### src/rtl/otter_arb_pkg.sv
// Shared types for the OTTER data-memory arbiter.
//  arb_state_t   : arbiter FSM states
//  DBG_SIZE_WORD : access size the debug requester always uses (full word)
//  mem_req_t     : one memory-port request; used for the CPU side, the DBG
//                  side and the muxed port
//  dbg_to_req    : packs the debug fields into a full word request
package otter_arb_pkg;

  typedef enum logic [1:0] {
    S_CPU    = 2'd0,
    S_DBG_RD = 2'd1,
    S_DBG_WR = 2'd2
  } arb_state_t;

  localparam logic [1:0] DBG_SIZE_WORD = 2'b10;

  typedef struct packed {
    logic        rden;
    logic        we;
    logic [31:0] addr;
    logic [31:0] din;
    logic [1:0]  size;
    logic        sign;
  } mem_req_t;

  function automatic mem_req_t dbg_to_req(input logic        we,
                                          input logic [31:0] addr,
                                          input logic [31:0] din);
    mem_req_t r;
    r.rden = ~we;
    r.we   = we;
    r.addr = addr;
    r.din  = din;
    r.size = DBG_SIZE_WORD;
    r.sign = 1'b0;
    return r;
  endfunction

endpackage

### src/rtl/otter_starve_counter.sv
// Starvation guard for the debug requester.
// Counts consecutive cycles a debug request waits without a grant and flags
// starvation once the count reaches MAX_WAIT. The count saturates there.
// Ports:
//  CLK, RESET  clock, synchronous active-high reset
//  i_inc       debug request waiting this cycle (requested, not granted)
//  i_clr       request granted or withdrawn; restart the count
//  o_starve    count has reached MAX_WAIT
module otter_starve_counter
  import otter_arb_pkg::*;
#(
  parameter int CNT_W    = 4,
  parameter int MAX_WAIT = 8
) (
  input  logic CLK,
  input  logic RESET,
  input  logic i_inc,
  input  logic i_clr,
  output logic o_starve
);

  localparam logic [CNT_W-1:0] LP_MAX = CNT_W'(MAX_WAIT);

  logic [CNT_W-1:0] r_cnt;

  always_ff @(posedge CLK) begin
    if (RESET || i_clr) begin
      r_cnt <= '0;
    end else if (i_inc && (r_cnt < LP_MAX)) begin
      r_cnt <= r_cnt + CNT_W'(1);
    end
  end

  // With MAX_WAIT = 0 this is constantly high: every request is forced.
  assign o_starve = (r_cnt >= LP_MAX);

endmodule

### src/rtl/otter_dmem_arbiter.sv
// Data-memory port 2 arbiter between the pipeline MEM stage (CPU) and a
// debug/loader requester (DBG). CPU has priority; DBG takes idle cycles.
// Optional macro OTTER_ARB_STARVE_EN adds a starvation guard that forces a DBG
// slot after MAX_WAIT waiting cycles and stalls the CPU for that one cycle.
// Ports:
//  CLK, RESET                      clock, synchronous active-high reset
//  cpu_rden/we/addr/din/size/sign  CPU request from EX/MEM
//  cpu_dout                        read data to MEM/WB (MEM_DOUT2 passthrough)
//  cpu_stall                       freeze the pipeline this cycle
//  dbg_req/we/addr/din             DBG request, held until dbg_ack
//  dbg_ack                         DBG access issued this cycle
//  dbg_rdata/dbg_rvalid            registered DBG read data and its strobe
//  MEM_*2, MEM_SIZE, MEM_SIGN      memory port 2 request; MEM_DOUT2 read data
module otter_dmem_arbiter
  import otter_arb_pkg::*;
#(
  parameter int MAX_WAIT = 8,
  parameter int CNT_W    = 4
) (
  input  logic        CLK,
  input  logic        RESET,
  input  logic        cpu_rden,
  input  logic        cpu_we,
  input  logic [31:0] cpu_addr,
  input  logic [31:0] cpu_din,
  input  logic [1:0]  cpu_size,
  input  logic        cpu_sign,
  output logic [31:0] cpu_dout,
  output logic        cpu_stall,
  input  logic        dbg_req,
  input  logic        dbg_we,
  input  logic [31:0] dbg_addr,
  input  logic [31:0] dbg_din,
  output logic        dbg_ack,
  output logic [31:0] dbg_rdata,
  output logic        dbg_rvalid,
  output logic        MEM_RDEN2,
  output logic        MEM_WE2,
  output logic [31:0] MEM_ADDR2,
  output logic [31:0] MEM_DIN2,
  output logic [1:0]  MEM_SIZE,
  output logic        MEM_SIGN,
  input  logic [31:0] MEM_DOUT2
);

  arb_state_t  r_state;
  arb_state_t  w_next_state;
  mem_req_t    w_cpu_req;
  mem_req_t    w_dbg_req;
  mem_req_t    w_port;
  logic        w_cpu_act;
  logic        w_starve;
  logic        w_grant;
  logic [31:0] r_dbg_rdata;
  logic        r_dbg_rvalid;

  assign w_cpu_act = cpu_rden | cpu_we;
  assign w_cpu_req = '{rden: cpu_rden, we: cpu_we, addr: cpu_addr,
                       din: cpu_din, size: cpu_size, sign: cpu_sign};
  assign w_dbg_req = dbg_to_req(dbg_we, dbg_addr, dbg_din);

`ifdef OTTER_ARB_STARVE_EN
  otter_starve_counter #(
    .CNT_W    (CNT_W),
    .MAX_WAIT (MAX_WAIT)
  ) u_starve (
    .CLK      (CLK),
    .RESET    (RESET),
    .i_inc    (dbg_req & ~w_grant),
    .i_clr    (w_grant | ~dbg_req),
    .o_starve (w_starve)
  );
`else
  // No forced slots: DBG only ever gets CPU-idle cycles.
  logic w_unused_cfg;
  assign w_starve     = 1'b0;
  assign w_unused_cfg = (MAX_WAIT == 0) ^ (CNT_W == 0);
`endif

  always_ff @(posedge CLK) begin
    if (RESET) begin
      r_state      <= S_CPU;
      r_dbg_rvalid <= 1'b0;
      r_dbg_rdata  <= '0;
    end else begin
      r_state      <= w_next_state;
      // Memory answers one cycle after the DBG read was issued.
      r_dbg_rvalid <= (r_state == S_DBG_RD);
      if (r_state == S_DBG_RD) begin
        r_dbg_rdata <= MEM_DOUT2;
      end
    end
  end

  always_comb begin
    w_next_state = r_state;
    w_grant      = 1'b0;
    case (r_state)
      S_CPU: begin
        w_grant = ~RESET & dbg_req & (~w_cpu_act | w_starve);
        if (w_grant) begin
          w_next_state = dbg_we ? S_DBG_WR : S_DBG_RD;
        end
      end
      // One cycle back to the CPU after every DBG access; enforces spacing.
      S_DBG_RD, S_DBG_WR: w_next_state = S_CPU;
      default:            w_next_state = S_CPU;
    endcase
    w_port = w_grant ? w_dbg_req : w_cpu_req;
  end

  assign MEM_RDEN2  = w_port.rden;
  assign MEM_WE2    = w_port.we;
  assign MEM_ADDR2  = w_port.addr;
  assign MEM_DIN2   = w_port.din;
  assign MEM_SIZE   = w_port.size;
  assign MEM_SIGN   = w_port.sign;

  assign cpu_dout   = MEM_DOUT2;
  assign dbg_ack    = w_grant;
  assign dbg_rdata  = r_dbg_rdata;
  assign dbg_rvalid = r_dbg_rvalid;

`ifdef OTTER_ARB_STARVE_EN
  // The stalled CPU access stays in EX/MEM and is reissued next cycle.
  assign cpu_stall  = w_grant & w_cpu_act;
`else
  assign cpu_stall  = 1'b0;
`endif

endmodule

### config.mk
export PLATFORM = sky130hd
export DESIGN_NAME = otter_dmem_arbiter
export DESIGN_NICKNAME = d
export VERILOG_FILES = /design/src/rtl/otter_arb_pkg.sv /design/src/rtl/otter_starve_counter.sv /design/src/rtl/otter_dmem_arbiter.sv
export SDC_FILE = /design/constraint.sdc
export NUM_CORES = 1
export LEC_CHECK = 0
export CORE_AREA = 2 2 119 121
export CTS_BUF_LIST = sky130_fd_sc_hd__clkbuf_16
export CTS_CLUSTER_DIAMETER = 80
export DETAILED_ROUTE_END_ITERATION = 8
export DIE_AREA = 0 0 121 123
export GPL_ROUTABILITY_DRIVEN = 0
export GPL_TIMING_DRIVEN = 0
export PLACE_DENSITY = 0.69
export REMOVE_ABC_BUFFERS = 1
export SLEW_MARGIN = 20
export SYNTH_ARGS = -nofsm -noshare
export SYNTH_HDL_FRONTEND = slang
export SYNTH_HIERARCHICAL = 1
export SYNTH_SLANG_ARGS = --single-unit
### constraint.sdc
create_clock -name CLK -period 3.1 [get_ports CLK]
set_clock_uncertainty 0.15 [all_clocks]
set_input_delay 0.62 -clock CLK [delete_from_list [all_inputs] [get_ports CLK]]
set_output_delay 0.62 -clock CLK [all_outputs]
set_load 0.02 [all_outputs]
==> metrics <==
largest net degree at the start of global routing 37; dominant cells by area after synthesis mux2_4 (38%), dfxtp_1 (28%), buf_4 (9.7%), nand2_1 (9.4%), a21oi_1 (6.3%); Hold WS 0.299 ns; status complete, but fails checks; CTS tree yes; Worst Path Max Fanout 10; Max Clock Freq between 0.3 and 0.4 GHz; Die Wd 121 um; Static Leakage approximately 2.5 nW; Final Util about 42%; number of global-route vias before repair 2973; CP Class primary input to output port; DR WL/cell ~17 um; Worst Slack Setup Final -0.0218 ns; RSZ-0062 raised after global routing true; initial antenna violation count 5; leading cell types by count after synthesis mux2_4 (64), nand2_1 (64), dfxtp_1 (35); area of the die approximately 15000 um2; antenna-violating nets left 0; Crit-path slowest cell bufbuf_16; DRC 0; Final Cell Area 5650 um2; via count 2838; M1 wire length between 4000 and 5000 um; initial DRC count 54; Pre-antenna DRT Iters 5; total power roughly 1.5 mW; Crit path largest cell delay 0.34 ns; clk sinks 35; final hold vios 0; placed cell areas around 5500 um2; Slew headroom between 50% and 60%; largest area contributor in the netlist mux2_4; ratio of cells with drive above 1 in the final layout 22.0%; CP arrival 2.35 ns; power per standard cell area about 270 nW/um2; Distinct cells, synth 17; Initial Utilization between 10% and 20%; Setup crit start kind primary input; H-tree depth 2; cts hold-fix bufs 0; num rows 43; root buffer cell clkbuf_16; met2 WL post-DR 6020 um; Max Cap Viol 0; Synth Instances about 260; Crit. End Element output port; first-pass GRT wire length 16700 um; maximum vdd drop around 0.00025 V; Ports 305; Placement Setup Slack -0.919 ns; Worst-path clk slew about 0.050 ns; asr flop ratio synth 0%; Layout area overhead 122%; average via count per standard cell between 3 and 4; worst min path class register to register; worst slew pin tran between 0.7 and 0.8 ns; failing checks setup timing; post-DP HPWL between 9000 and 10000 um; top cell type's share of synthesized area a little under two fifths; Synthesis Warnings 6; EDFF count, synth 0; Slew Viols, Final 0; post-synthesis register bit count 35; die height around 120 um; Worst-Skew Late Latency 0.27 ns; Seq/Total Area, Yosys between 20 and 30%; Total Nets Final approximately 700; uppermost layer routed met4; syn_area_per_cell 9.72 um2; most used cell, CP dlygate4sd2_1; Num CTS Buffers 5; min Tclk post-route 3.12 ns; # setup viols final 9; routed wire length 12000 um; clk buf depth 2; mapped cell area approximately 2500 um2; Tot GR Track Use between 10% and 20%; GR Overflow Total 0; top_reg_cell synth dfxtp_1; final worst path period share 101%; core area roughly 14000 um2; Worst Path Required approximately 2.3 ns; port bufs around 300; met3 routed wirelength roughly 1400 um; crit-path cells dlygate4sd2_1, nor4_4, buf_6, nand3b_4, bufbuf_16, mux2_4, dlygate4sd2_1
-- repair_timing --
item | in CTS | in global routing
setup buffers | 5 | 4
endpoints found under the setup margin | 70 | 51
pin swaps | 2 | 0
gates cloned | 5 | 0
resized for setup | 89 | 64
-- critical path, delay by kind of cell --
family                 cells  cell delay, ns
buffers and inverters      4            1.07
AND/OR/NAND/NOR            2            0.36
multiplexers               1            0.30
-- state kept, by name (all words and copies together) (netlist names) --
| register | flops |
|---|---|
| dbg_rdata | 32 |
| dbg_rvalid | 1 |
| r_state | 2 |
-- cell families after synthesis --
family	Yosys count	share of synthesized area [%]
flops	35	27.5
simple gates	74	12.7
buf+inv	54	15.0
mux	64	37.7
compound gates	34	6.88
other cells	1	0.147
-- per-layer routing --
layer	vias to the layer above	track usage [%]
li1	1397	-
met5	-	0
met1	1250	15.1
met3	13	7.38
met4	0	5.45
met2	178	26.6
-- metrics by stage --
step,std cells,TNS (ns)
finish,720,-0.134
global route,717,-1.69
CTS,712,-2.66
detailed placement,694,-52.96
global placement,693,-125.97
floorplan,210,-0.310
-- report_power, final --
group / internal (mW) / switching (mW) / total (mW)
Clock: 0.288 / 0.173 / 0.462
Combinational: 0.378 / 0.244 / 0.622
Sequential: 0.456 / 0.00325 / 0.459
-- layout by cell type, fill, tap and decap left out, drive strengths merged --
master,instances
dfxtp,35
mux2,64
clkdlybuf4s15,11
clkinv,2
nand3b,3
buf,18
inv,3
nand2,64
bufbuf,1
conb,1
a21o,2
a21oi,32
nand2b,2
and2,2
dlygate4sd2,32
nor2b,1
clkbuf,29
nor2,3
diode,4
nor4,1
clkdlybuf4s50,230
-- area by class of cell --
class                           count  area, um2
Fill cell                        1330       7960
Timing Repair Buffer              316       3060
Multi-Input combinational cell    175       1510
Sequential cell                    35        701
Tap cell                          180        225
Clock buffer                        5        125
Clock inverter                      3       11.3
Antenna cell                        4       10.0
Inverter                            2       7.51
-- final timing paths --
path	end	cells after the start	startpoint	slack [ns]
hold / removal	dbg_rdata[23]	2	dbg_rdata[23]	0.30
hold reg to reg	dbg_rdata[23]	2	dbg_rdata[23]	0.30
setup / recovery	MEM_DIN2[24]	7	cpu_we	-0.02
setup reg to reg	r_state[1]	7	r_state[1]	1.43
Power figures use the tool's default switching activity.
